<file path="src/rtl/fetch_queue_if.sv">
// ---------------------------------------------------------------------------
// fetch_queue_if
//   Bundles every fetch_queue signal except clock and reset.
//
//   Modports
//     slave  : fetch_queue side
//              in  : pc_i, flush, imem_rdata, dec_ready
//              out : imem_req, imem_addr, stall, dec_valid, dec_instr,
//                    dec_pc, count_o
//     master : environment side (program_counter / imem / decode),
//              with every direction reversed.
//
//   Parameters
//     WIDTH : PC width in bits
//     DEPTH : FIFO entries; sets the width of count_o
// ---------------------------------------------------------------------------
interface fetch_queue_if #(
  parameter int WIDTH = 32,
  parameter int DEPTH = 4
);
  localparam int CW = $clog2(DEPTH) + 1;

  logic [WIDTH-1:0] pc_i;
  logic             flush;
  logic             imem_req;
  logic [WIDTH-1:0] imem_addr;
  logic [31:0]      imem_rdata;
  logic             stall;
  logic             dec_valid;
  logic             dec_ready;
  logic [31:0]      dec_instr;
  logic [WIDTH-1:0] dec_pc;
  logic [CW-1:0]    count_o;

  modport slave (
    input  pc_i, flush, imem_rdata, dec_ready,
    output imem_req, imem_addr, stall, dec_valid, dec_instr, dec_pc, count_o
  );

  modport master (
    output pc_i, flush, imem_rdata, dec_ready,
    input  imem_req, imem_addr, stall, dec_valid, dec_instr, dec_pc, count_o
  );
endinterface

</file>
<file path="src/rtl/fetch_queue.sv">
// ---------------------------------------------------------------------------
// fetch_queue
//   Instruction fetch buffer between program_counter and decode.
//   Each cycle the current PC is issued to a synchronous instruction memory
//   (1-cycle read latency); the returned instruction is captured together
//   with its PC into a DEPTH-entry FIFO and offered to decode through a
//   valid/ready handshake. stall holds program_counter so the FIFO can never
//   overflow, and flush discards the queue plus the in-flight fetch.
//
//   Ports
//     clk   : clock, rising edge
//     rst   : asynchronous, active-low reset
//     bus   : fetch_queue_if.slave
//               pc_i, flush, imem_rdata, dec_ready          (in)
//               imem_req, imem_addr, stall, dec_valid,
//               dec_instr, dec_pc, count_o                   (out)
//
//   Parameters
//     WIDTH : PC width in bits
//     DEPTH : FIFO entries, power of two, minimum 2
//     NOP   : instruction shown on dec_instr when nothing is valid
//
//   Build options
//     FETCHQ_BYPASS_EN : when defined, a response arriving at an empty FIFO
//                        is presented to decode in the same cycle (1-cycle
//                        fetch-to-decode latency); if decode takes it, it is
//                        never written. Undefined: fixed 2-cycle latency.
// ---------------------------------------------------------------------------
module fetch_queue #(
  parameter int          WIDTH = 32,
  parameter int          DEPTH = 4,
  parameter logic [31:0] NOP   = 32'h0000_0013
) (
  input  logic           clk,
  input  logic           rst,
  fetch_queue_if.slave   bus
);

  localparam int AW = $clog2(DEPTH);
  localparam int CW = AW + 1;
  localparam int EW = WIDTH + 32;

  // FIFO storage: {pc, instr}
  logic [EW-1:0]    mem [DEPTH];

  logic [AW-1:0]    rd_ptr;
  logic [AW-1:0]    wr_ptr;
  logic [CW-1:0]    count;
  logic             req_q;
  logic [WIDTH-1:0] pc_q;

  logic [CW:0]      occ;
  logic             stall_w;
  logic             req_w;
  logic             push;
  logic             bypass;
  logic             fifo_valid;
  logic             pop;
  logic             wr_en;
  logic [EW-1:0]    head;

  always_comb begin
    // The in-flight request already owns a slot, so it counts against
    // capacity; this is what keeps a push from ever finding the FIFO full.
    occ        = {1'b0, count} + (CW+1)'(req_q);
    stall_w    = (occ >= (CW+1)'(DEPTH));
    // rst gating keeps the memory port quiet while reset is asserted.
    req_w      = rst && !stall_w && !bus.flush;
    // A response arriving in a flush cycle is wrong-path and is dropped.
    push       = req_q && !bus.flush;
    fifo_valid = (count != '0);
    head       = mem[rd_ptr];
`ifdef FETCHQ_BYPASS_EN
    bypass     = !fifo_valid && push;
`else
    bypass     = 1'b0;
`endif
    // Flush has priority: the head is not consumed in a flush cycle.
    pop        = fifo_valid && bus.dec_ready && !bus.flush;
    // A bypassed response taken by decode never occupies a slot.
    wr_en      = push && !(bypass && bus.dec_ready);
  end

  assign bus.stall     = stall_w;
  assign bus.imem_req  = req_w;
  assign bus.imem_addr = bus.pc_i;
  assign bus.count_o   = count;
  assign bus.dec_valid = fifo_valid || bypass;
  assign bus.dec_instr = bypass     ? bus.imem_rdata :
                         fifo_valid ? head[31:0]     : NOP;
  assign bus.dec_pc    = bypass     ? pc_q              :
                         fifo_valid ? head[EW-1:32]     : '0;

  always_ff @(posedge clk or negedge rst) begin
    if (!rst) begin
      count  <= '0;
      rd_ptr <= '0;
      wr_ptr <= '0;
      req_q  <= 1'b0;
      pc_q   <= '0;
    end else if (bus.flush) begin
      // imem_req is low in a flush cycle, so pc_q holds naturally.
      count  <= '0;
      rd_ptr <= '0;
      wr_ptr <= '0;
      req_q  <= 1'b0;
    end else begin
      req_q <= req_w;
      if (req_w)
        pc_q <= bus.pc_i;
      // DEPTH is a power of two, so pointer wrap is plain overflow.
      if (wr_en)
        wr_ptr <= wr_ptr + AW'(1);
      if (pop)
        rd_ptr <= rd_ptr + AW'(1);
      count <= count + CW'(wr_en) - CW'(pop);
    end
  end

  // Storage carries no reset; validity is tracked entirely by count.
  always_ff @(posedge clk) begin
    if (wr_en)
      mem[wr_ptr] <= {pc_q, bus.imem_rdata};
  end

  // Capacity accounting must make a write into a full FIFO impossible.
  a_no_overflow: assert property (@(posedge clk) disable iff (!rst)
    !(wr_en && !pop && count == CW'(DEPTH)));

endmodule
</file>
<file path="src/flat_wrapper.sv">
// flat-port wrapper written by rule: the top's interface ports become plain ports
module fetch_queue_flat 
#(
  parameter int          WIDTH = 32,
  parameter int          DEPTH = 4,
  parameter logic [31:0] NOP   = 32'h0000_0013
)
  (clk, rst, bus_pc_i, bus_flush, bus_imem_rdata, bus_dec_ready, bus_imem_req, bus_imem_addr, bus_stall, bus_dec_valid, bus_dec_instr, bus_dec_pc, bus_count_o);
  fetch_queue_if #(.WIDTH(WIDTH), .DEPTH(DEPTH)) bus_i ();
  input  logic clk;
  input  logic rst;
  input wire logic [$bits(bus_i.pc_i)-1:0] bus_pc_i;
  input wire logic [$bits(bus_i.flush)-1:0] bus_flush;
  input wire logic [$bits(bus_i.imem_rdata)-1:0] bus_imem_rdata;
  input wire logic [$bits(bus_i.dec_ready)-1:0] bus_dec_ready;
  output wire logic [$bits(bus_i.imem_req)-1:0] bus_imem_req;
  output wire logic [$bits(bus_i.imem_addr)-1:0] bus_imem_addr;
  output wire logic [$bits(bus_i.stall)-1:0] bus_stall;
  output wire logic [$bits(bus_i.dec_valid)-1:0] bus_dec_valid;
  output wire logic [$bits(bus_i.dec_instr)-1:0] bus_dec_instr;
  output wire logic [$bits(bus_i.dec_pc)-1:0] bus_dec_pc;
  output wire logic [$bits(bus_i.count_o)-1:0] bus_count_o;
  assign bus_i.pc_i = bus_pc_i;
  assign bus_i.flush = bus_flush;
  assign bus_i.imem_rdata = bus_imem_rdata;
  assign bus_i.dec_ready = bus_dec_ready;
  assign bus_imem_req = bus_i.imem_req;
  assign bus_imem_addr = bus_i.imem_addr;
  assign bus_stall = bus_i.stall;
  assign bus_dec_valid = bus_i.dec_valid;
  assign bus_dec_instr = bus_i.dec_instr;
  assign bus_dec_pc = bus_i.dec_pc;
  assign bus_count_o = bus_i.count_o;
  fetch_queue #(.WIDTH(WIDTH), .DEPTH(DEPTH), .NOP(NOP)) u_core (.clk(clk), .rst(rst), .bus(bus_i));
endmodule
</file>
<file path="config.mk">
export PLATFORM = sky130hd
export DESIGN_NAME = fetch_queue_flat
export DESIGN_NICKNAME = d
export VERILOG_FILES = /design/src/rtl/fetch_queue_if.sv /design/src/rtl/fetch_queue.sv /design/src/flat_wrapper.sv
export SDC_FILE = /design/constraint.sdc
export NUM_CORES = 1
export LEC_CHECK = 0
export CAP_MARGIN = 20
export CORE_MARGIN = 5
export CORE_UTILIZATION = 50
export CTS_CLUSTER_DIAMETER = 50
export DETAILED_ROUTE_END_ITERATION = 10
export GPL_ROUTABILITY_DRIVEN = 0
export PLACE_DENSITY = 0.85
export SKIP_LAST_GASP = 1
export SYNTH_ARGS = -nofsm -noshare
export SYNTH_HDL_FRONTEND = slang
export SYNTH_SLANG_ARGS = --single-unit
</file>
<file path="constraint.sdc">
create_clock -name clk -period 3.45 [get_ports clk]
set_input_delay 0.345 -clock clk [delete_from_list [all_inputs] [get_ports clk]]
set_output_delay 0.345 -clock clk [all_outputs]
set_load 0.02 [all_outputs]
</file>
Yosys cells after proc, flatten, opt, wreduce, memory -nomap -nowiden
Memories as Yosys holds them, arrays and structs flattened.
Index checks and enable logic that the tools add are counted.

storage, ports and cells
  word-level logic and storage cells = 34
  memories kept = 1
  bits in writable memories = 256
  register bits = 40
  output and inout bits = 102
  bits of input ports = 68

operators by class
  reduce and logical (&&, ||, !) cells = 11
  bitwise logic cells = 1
  mux-type cells = 10
  $lt $le $gt $ge = 1
  $add $sub $neg = 5

memories
  name        depth  width  read ports  clocked after Yosys merged registers in  wr ports  line               source
  u_core.mem  4      64     1           0                                        1         fetch_queue.sv:44  logic [EW-1:0] mem [DEPTH];

operators by type and width
  kind                                                  count
  two-way mux 32 bit                                    2
  two-way mux 2 bit                                     4
  logical AND 1 bit                                     5
  adder 2 x 1 -> 2 bit (second input constant)          2
  adder 3 x 1 -> 4 bit                                  1
  >= comparator 4 x 3 -> 1 bit (second input constant)  1
  nonzero test 2 bit                                    2
  adder 3 x 1 -> 3 bit                                  1
  two-way mux 1 bit                                     3
  two-way mux 3 bit                                     1
  nonzero test 3 bit                                    1
  subtractor 3 x 1 -> 3 bit                             1
  logical NOT 1 bit                                     2
  AND reduction 2 bit                                   1
  inverter 1 bit                                        1

Logic depth before layout (Yosys ltp)
  depth after elaboration = 6
  gate-level depth with buffers = 9
  depth with buffers taken out = 9

Least setup slack after synthesis
OpenSTA, ideal clock, no wires.

  path type = in2reg
  from = in bus_flush
  to = mem u_core.mem[0][0] in the netlist's numbering, enable pin
  stages on the path = 3
  data arrival time = 2.247 ns
  required time = 3.021 ns
  setup time = 0.429 ns
  setup slack = 0.774 ns
  buffers on the path = 1
  path through = buf_2 nor2b_1 and2_1

on the way
  longest elaborated chain between the ends = 4

ends and longest elaborated chain
  item                                     line                source
  from (decl)                              flat_wrapper.sv:13  input wire logic [$bits(bus_i.flush)-1:0] bus_flush;
  logical NOT 1 bit                        fetch_queue.sv:70   push = req_q && !bus.flush;
  logical AND 1 bit                        fetch_queue.sv:70
  two-way mux 1 bit                        fetch_queue.sv:122  if (wr_en)
  two-way mux 1 bit (implied by the code)  fetch_queue.sv:123  mem[wr_ptr] <= {pc_q, bus.imem_rdata};
  to (decl)                                fetch_queue.sv:44

Every way passes these cells.

Final worst setup path
  from = reg u_core.rd_ptr[0]
  to = out bus_dec_pc[14]

on the way
  longest elaborated chain between the ends = 2

ends and longest elaborated chain
  item                    line                source
  from (decl)             fetch_queue.sv:46   logic [AW-1:0] rd_ptr;
  from (signal assigned)  fetch_queue.sv:115  rd_ptr <= rd_ptr + AW'(1);
  memory (4 x 64 bit)     --
  two-way mux 32 bit      fetch_queue.sv:92   fifo_valid ? head[EW-1:32] : '0;
  to (decl)               flat_wrapper.sv:21  output wire logic [$bits(bus_i.dec_pc)-1:0] bus_dec_pc;

Every way passes these cells.

==> impl_results.md <==
* Initial DRC Count at approximately 320
* FF+latch count, synth at around 300
* Via Count at about 5700
* Mux share of post-synthesis cell area at approximately 16%
* Hold_ws at roughly 260 ps
* Post-Synthesis Cells at approximately 560
* Total power at between 10000 and 15000 uW
* Initial antenna violation count at 1
* Setup TNS at 0 ps
* Clock skew at between 15 and 20 ps
* Seq/Total Area, Yosys at about 75%
* Synth Area in XOR/XNOR at less than 1%
* Worst Hold Class: input port to async pin
* DRT Pass-1 Iters at 4
* Post-route ant nets at 0
* Pleak at between 0.004 and 0.005 uW
* Die X at about 160 um
* Synth Area in Adders at 0.927%
* Setup CP Type: register to output pin
* Starting density of the core at about half
* Worst-Skew Late Latency at approximately 550 ps
* Status: finished clean
* Hold Fails Final Rpt at 0
* Final nets at 789
* CTS tree: built
* Design area at between 0.01 and 0.015 mm^2
* Die area at 0.0264 mm^2
* Worst slew pin tran at between 700 and 800 ps
* Largest net degree at the start of global routing at between 60 and 70
* Syn Std Cell Area at about 0.012 mm^2
* DR DRC count at 0
* RSZ-0062 raised after global routing: false
* Count of different cell masters after synthesis at 31
* Buffers on Ports at approximately 170
* Die Ht at 162 um
* Clk slew on worst S/H paths at 60 ps
* P&R area growth vs syn at 25.2%
* Critical Path Source Type: register
* Post-CTS setup buffers at 0
* Vias in the first global route at around 6300
* Crit end category: output pin
* CTS H-tree depth at 1
* Compound-gate portion of the synthesized area at less than 1%
* Avg Cell Area, Syn at between 20 and 25 um^2
* Worst endpoint required time at between 3000 and 4000 ps
* Synth Warn # at 0
* Largest family of logic cells by synthesized area: multiplexers
* DRT Wirelength at ~23 mm
* CTS sink cnt at around 300
* DP HPWL at about 14 mm
* F_max at a little over 300 MHz
* Peak VDD IR at just under 0.0005 V
* Data arrival, critical path at around 2900 ps
* Cell Area, Placed at ~0.013 mm^2
* Post-layout min period at approximately 3200 ps
* Core ar. at 0.0228 mm^2
* Vias per cell at roughly 5.4
* Remaining Overflow, GRT at 0
* Max cap viols at 0
* Routed wire per std cell at ~22 um
* Crit Path Max Fanout at 19
* Global-route wire length before repair at between 30 and 40 mm
* Part of the cycle the worst path needs at 93.4%
* Final setup viols at 0
* Simple-gate portion of the synthesized area at 4.31%
* Syn nets at ~630
* Slew margin rel. at a little over half
* PwrDens at roughly 740 mW/mm^2
* # rows at 55
* Fin. max-slew vios at 0
* GRT Total Usage at approximately 18%
* Clock root cell: clkbuf_16
* CTS max path bufs at 3
* Share of cells above drive strength 1 at about 23%
* # IOs at 170
* Worst Reg2Reg Path Length in Cells at 9
* Cts bufs inserted at 30
* Fillers at 1531
-- Yosys cell counts (all sizes together) --
cell type / number / area share [%]
xor2: 2 / 0.15
mux2i: 1 / 0.086
edfxtp: 256 / 66
nor2: 7 / 0.23
nor3: 1 / 0.043
o31ai: 1 / 0.065
mux4: 64 / 12
o22a: 1 / 0.075
nand4b: 1 / 0.075
inv: 6 / 0.19
o22ai: 1 / 0.17
ha: 7 / 0.75
and2: 65 / 3.5
clkbuf: 10 / 0.33
nand2: 1 / 0.032
dfrtp: 40 / 8.6
mux2: 32 / 3.1
fa: 1 / 0.17
nor2b: 2 / 0.11
o311ai: 1 / 0.075
o211a: 1 / 0.086
xnor2: 2 / 0.15
or3b: 1 / 0.097
nand3b: 1 / 0.065
or2: 3 / 0.16
buf: 47 / 3.0
-- cell families (layout without fill, tap and decap cells) --
family | after synthesis | after routing
adder cells (fa/ha/maj) | 8 | 8
XOR/XNOR | 4 | 4
other | 0 | 1
flip-flops | 296 | 296
buffers and inverters | 63 | 245
AO/OA/AOI/OAI | 5 | 5
multiplexers | 97 | 97
AND/OR/NAND/NOR | 82 | 82
-- registers in the layout, summed over array words and instances, names as in the netlist --
register,flops
u_core.pc_q,32
u_core.req_q,1
u_core.wr_ptr,2
u_core.bus.count_o,3
u_core.mem,256
u_core.rd_ptr,2
-- critical path, stage by stage, from the launching register on --
cell	delay, ps
dfrtp_4	670
buf_4	350
mux4_2	550
and2_1	190
clkdlybuf4s50_1	550
-- path summary, 6_finish.rpt --
check | from | end | slack [ps]
max | u_core.rd_ptr[0] | bus_dec_pc[14] | 230
min | rst | u_core.bus.count_o[1] | 260
max reg2reg | u_core.bus.count_o[1] | u_core.bus.count_o[2] | 1100
min reg2reg | u_core.pc_q[31] | u_core.mem[0][63] | 510
max in group asynchronous | rst | u_core.pc_q[18] | 2390
min in group clk | bus_pc_i[23] | u_core.pc_q[23] | 440
-- power breakdown --
group | internal [uW] | switching, uW | total [uW]
combinational | 1500 | 1340 | 2840
sequential | 4320 | 312 | 4630
clock | 1920 | 1350 | 3280
-- routing by layer --
layer / vias to the layer above / global-route usage (%) / share of wire (%)
li1: 2482 / - / -
met1: 3001 / 22.7 / 39
met2: 199 / 31.7 / 53
met3: 38 / 3.37 / 5.8
met4: 0 / 4.04 / 2.1
met5: - / 0 / 0
-- final cells by class --
class / count / area, um^2 / area share, %
antenna: 1 / 2.50 / 0.0172
clock buffer: 32 / 768 / 5.29
clock inverter: 24 / 249 / 1.71
inverter: 6 / 25.0 / 0.172
multi-input combinational: 196 / 2520 / 17.4
sequential: 296 / 8700 / 59.9
tap: 313 / 392 / 2.70
timing repair buffer: 183 / 1870 / 12.9
-- repair_timing --
item	in CTS	in global routing
endpoints found under the setup margin	0	61
resized for setup	0	3
endpoints found under the hold margin	9	0
hold buffers	1	0
-- placed cells by master, fill, tap and decap left out, types with 2 or more instances in the layout --
cell type / Yosys / routed
dfrtp_4: 0 / 2
mux2_1: 3 / 3
xnor2_1: 2 / 2
xor2_1: 2 / 2
and2_4: 0 / 4
nor2_1: 7 / 7
or2_2: 3 / 3
buf_4: 37 / 7
buf_12: 0 / 6
ha_1: 7 / 7
inv_1: 6 / 5
dfrtp_1: 40 / 38
clkinvlp_4: 0 / 4
clkdlybuf4s50_1: 0 / 168
mux2_2: 29 / 29
edfxtp_1: 256 / 256
inv_6: 0 / 2
mux4_2: 64 / 64
clkinv_2: 0 / 7
clkinv_1: 0 / 5
bufinv_16: 0 / 4
clkbuf_16: 0 / 30
and2_1: 65 / 61
nor2b_1: 2 / 2
-- stage by stage --
step,util (%),worst slack (ps),std cells
3_3_place_gp,59.2,642,993
3_5_place_dp,59.2,653,993
2_1_floorplan,-,774,555
6_report,63.8,227,1051
5_1_grt,63.8,64.8,1051
4_1_cts,63.7,41.1,1050
Note: power is estimated with default switching activity, not from simulation.
==> variant (same settings) <==
Reset style: synchronous (`rst`), changed in one clocked block. Comments in the files are not updated.
--- a/src/rtl/fetch_queue.sv
+++ b/src/rtl/fetch_queue.sv
@@ -91,7 +91,7 @@
   assign bus.dec_pc    = bypass     ? pc_q              :
                          fifo_valid ? head[EW-1:32]     : '0;
 
-  always_ff @(posedge clk or negedge rst) begin
+  always_ff @(posedge clk) begin
     if (!rst) begin
       count  <= '0;
       rd_ptr <= '0;
Behaviour: differs if rst is asserted again (counterexample within 4 cycles, from zero or initial values and one cycle with rst low); with rst held inactive, the same outputs for 4 cycles.
==> variant against the original RTL <==
Final area rose by 1.1%; critical path type unchanged; sequential cell count rose by 2; synthesized area rose by 0.63%; routed wire length fell by 2.7%; first-iteration DRC count rose by 26%; final cell count rose by 7.7%; register-to-register slack improved by 0.20 ns; worst setup slack improved by 0.056 ns.
Power is not compared: it rests on default switching activity, and its combinational part moved more than twofold at a synthesized area within 25%.
==> variant: results <==
[outcome]
status = complete, no violations

[placement]
placed_area_sq_um = 13540
dp_hpwl_mm = 14.02
place_ws_ns = 0.7285

[clock_network]
clk_pin_slew_ns = 0.06
htree_levels = 2
clk_path_buf_depth = 3
cts_setup_buffers = 0
cts_buffers = 35
clk_latency_ns = 0.50

[worst_setup_path]
reg2reg_from = u_core.bus.count_o[1]
r2r_end = u_core.bus.count_o[2]
path_max_fanout = 22
endpoint = bus_dec_instr[4]
cp.arrival_ns = 2.82
r2r_setup_slack_ns = 1.30

[power_and_ir_drop]
power.leakage_nw = 5.107
power.total_mw = 8.003
p_sw_frac = 0.2043
ir_worst_vdd_uv = 332.7

[synth]
netlist_top_cells_count = 256 x edfxtp_1, 65 x and2_1, 64 x mux4_2
synth_nets = 706
yosysSeqAreaShare = 0.7303
yosysTopAreaCell = edfxtp_1
ys_async_sr_fraction = 0
synth_edf_count = 256
avgSynthCellArea_sq_um = 18.54
synth_area_leaders = edfxtp_1 66%, mux4_2 12%, dfxtp_1 7.2%
synth.distinct_cells = 28

[sta]
period_share = 0.9181
whs_ns = 0.2613
slew-limit-headroom = 0.5608
finClkSkew_ns = 0.01509

[route]
top_layer = met5
via_count = 5882
wl_met1_mm = 9.534
wl_met3_mm = 1.438
wl_per_cell_um = 20.00
drtPass1Iterations = 4
dr_wl_met2_mm = 11.23
drtIter0Drc = 407

[global_route]
grtUsageTotal = 0.1758
grt_pass1_vias = 6406
grt_max_degree = 46
use_met1 = 0.2390
grt_pass1_wl_mm = 35.67
grt.met3_usage = 0.04024
gr-usage-met2 = 0.2892

[layout]
n_antenna_cell = 0
regMostFlops = u_core.mem
final.fill_count = 1645
drive_gt1_frac = 0.1747
final_nets = 863
final_cells = 1132

[die]
row_count = 56

[min_path]
hold_end = u_core.pc_q[30]
min_from = rst
hp-class = in -> reg
[variant: cell families (layout without fill, tap and decap cells)]
| kind of cell | after synthesis | count (layout) | synth area share |
|---|---|---|---|
| AOI/OAI and AO/OA | 5 | 5 | 0.003858 |
| xor gates and xnor gates | 4 | 4 | 0.003001 |
| adders and majority gates | 8 | 8 | 0.009214 |
| buffers and inverters | 103 | 286 | 0.04907 |
| DFF | 298 | 298 | 0.7303 |
| muxes | 97 | 97 | 0.1517 |
| and+or+nand+nor | 115 | 115 | 0.05282 |
[variant: final cells by class]
class	instances	area [sq um]	share of cell area
tap	319	399.1	0.02718
multi-input combinational	229	2587	0.1762
clock buffer	43	968.4	0.06595
clock inverter	20	180.2	0.01227
timing repair buffer	182	1859	0.1266
sequential	298	8536	0.5813
inverter	41	153.9	0.01048
[variant: worst max-delay path: stages (launching register included)]
cell and delay (ns):
dfxtp_4 0.66, buf_12 0.28, mux4_2 0.54, or2_1 0.28, clkdlybuf4s50_1 0.56
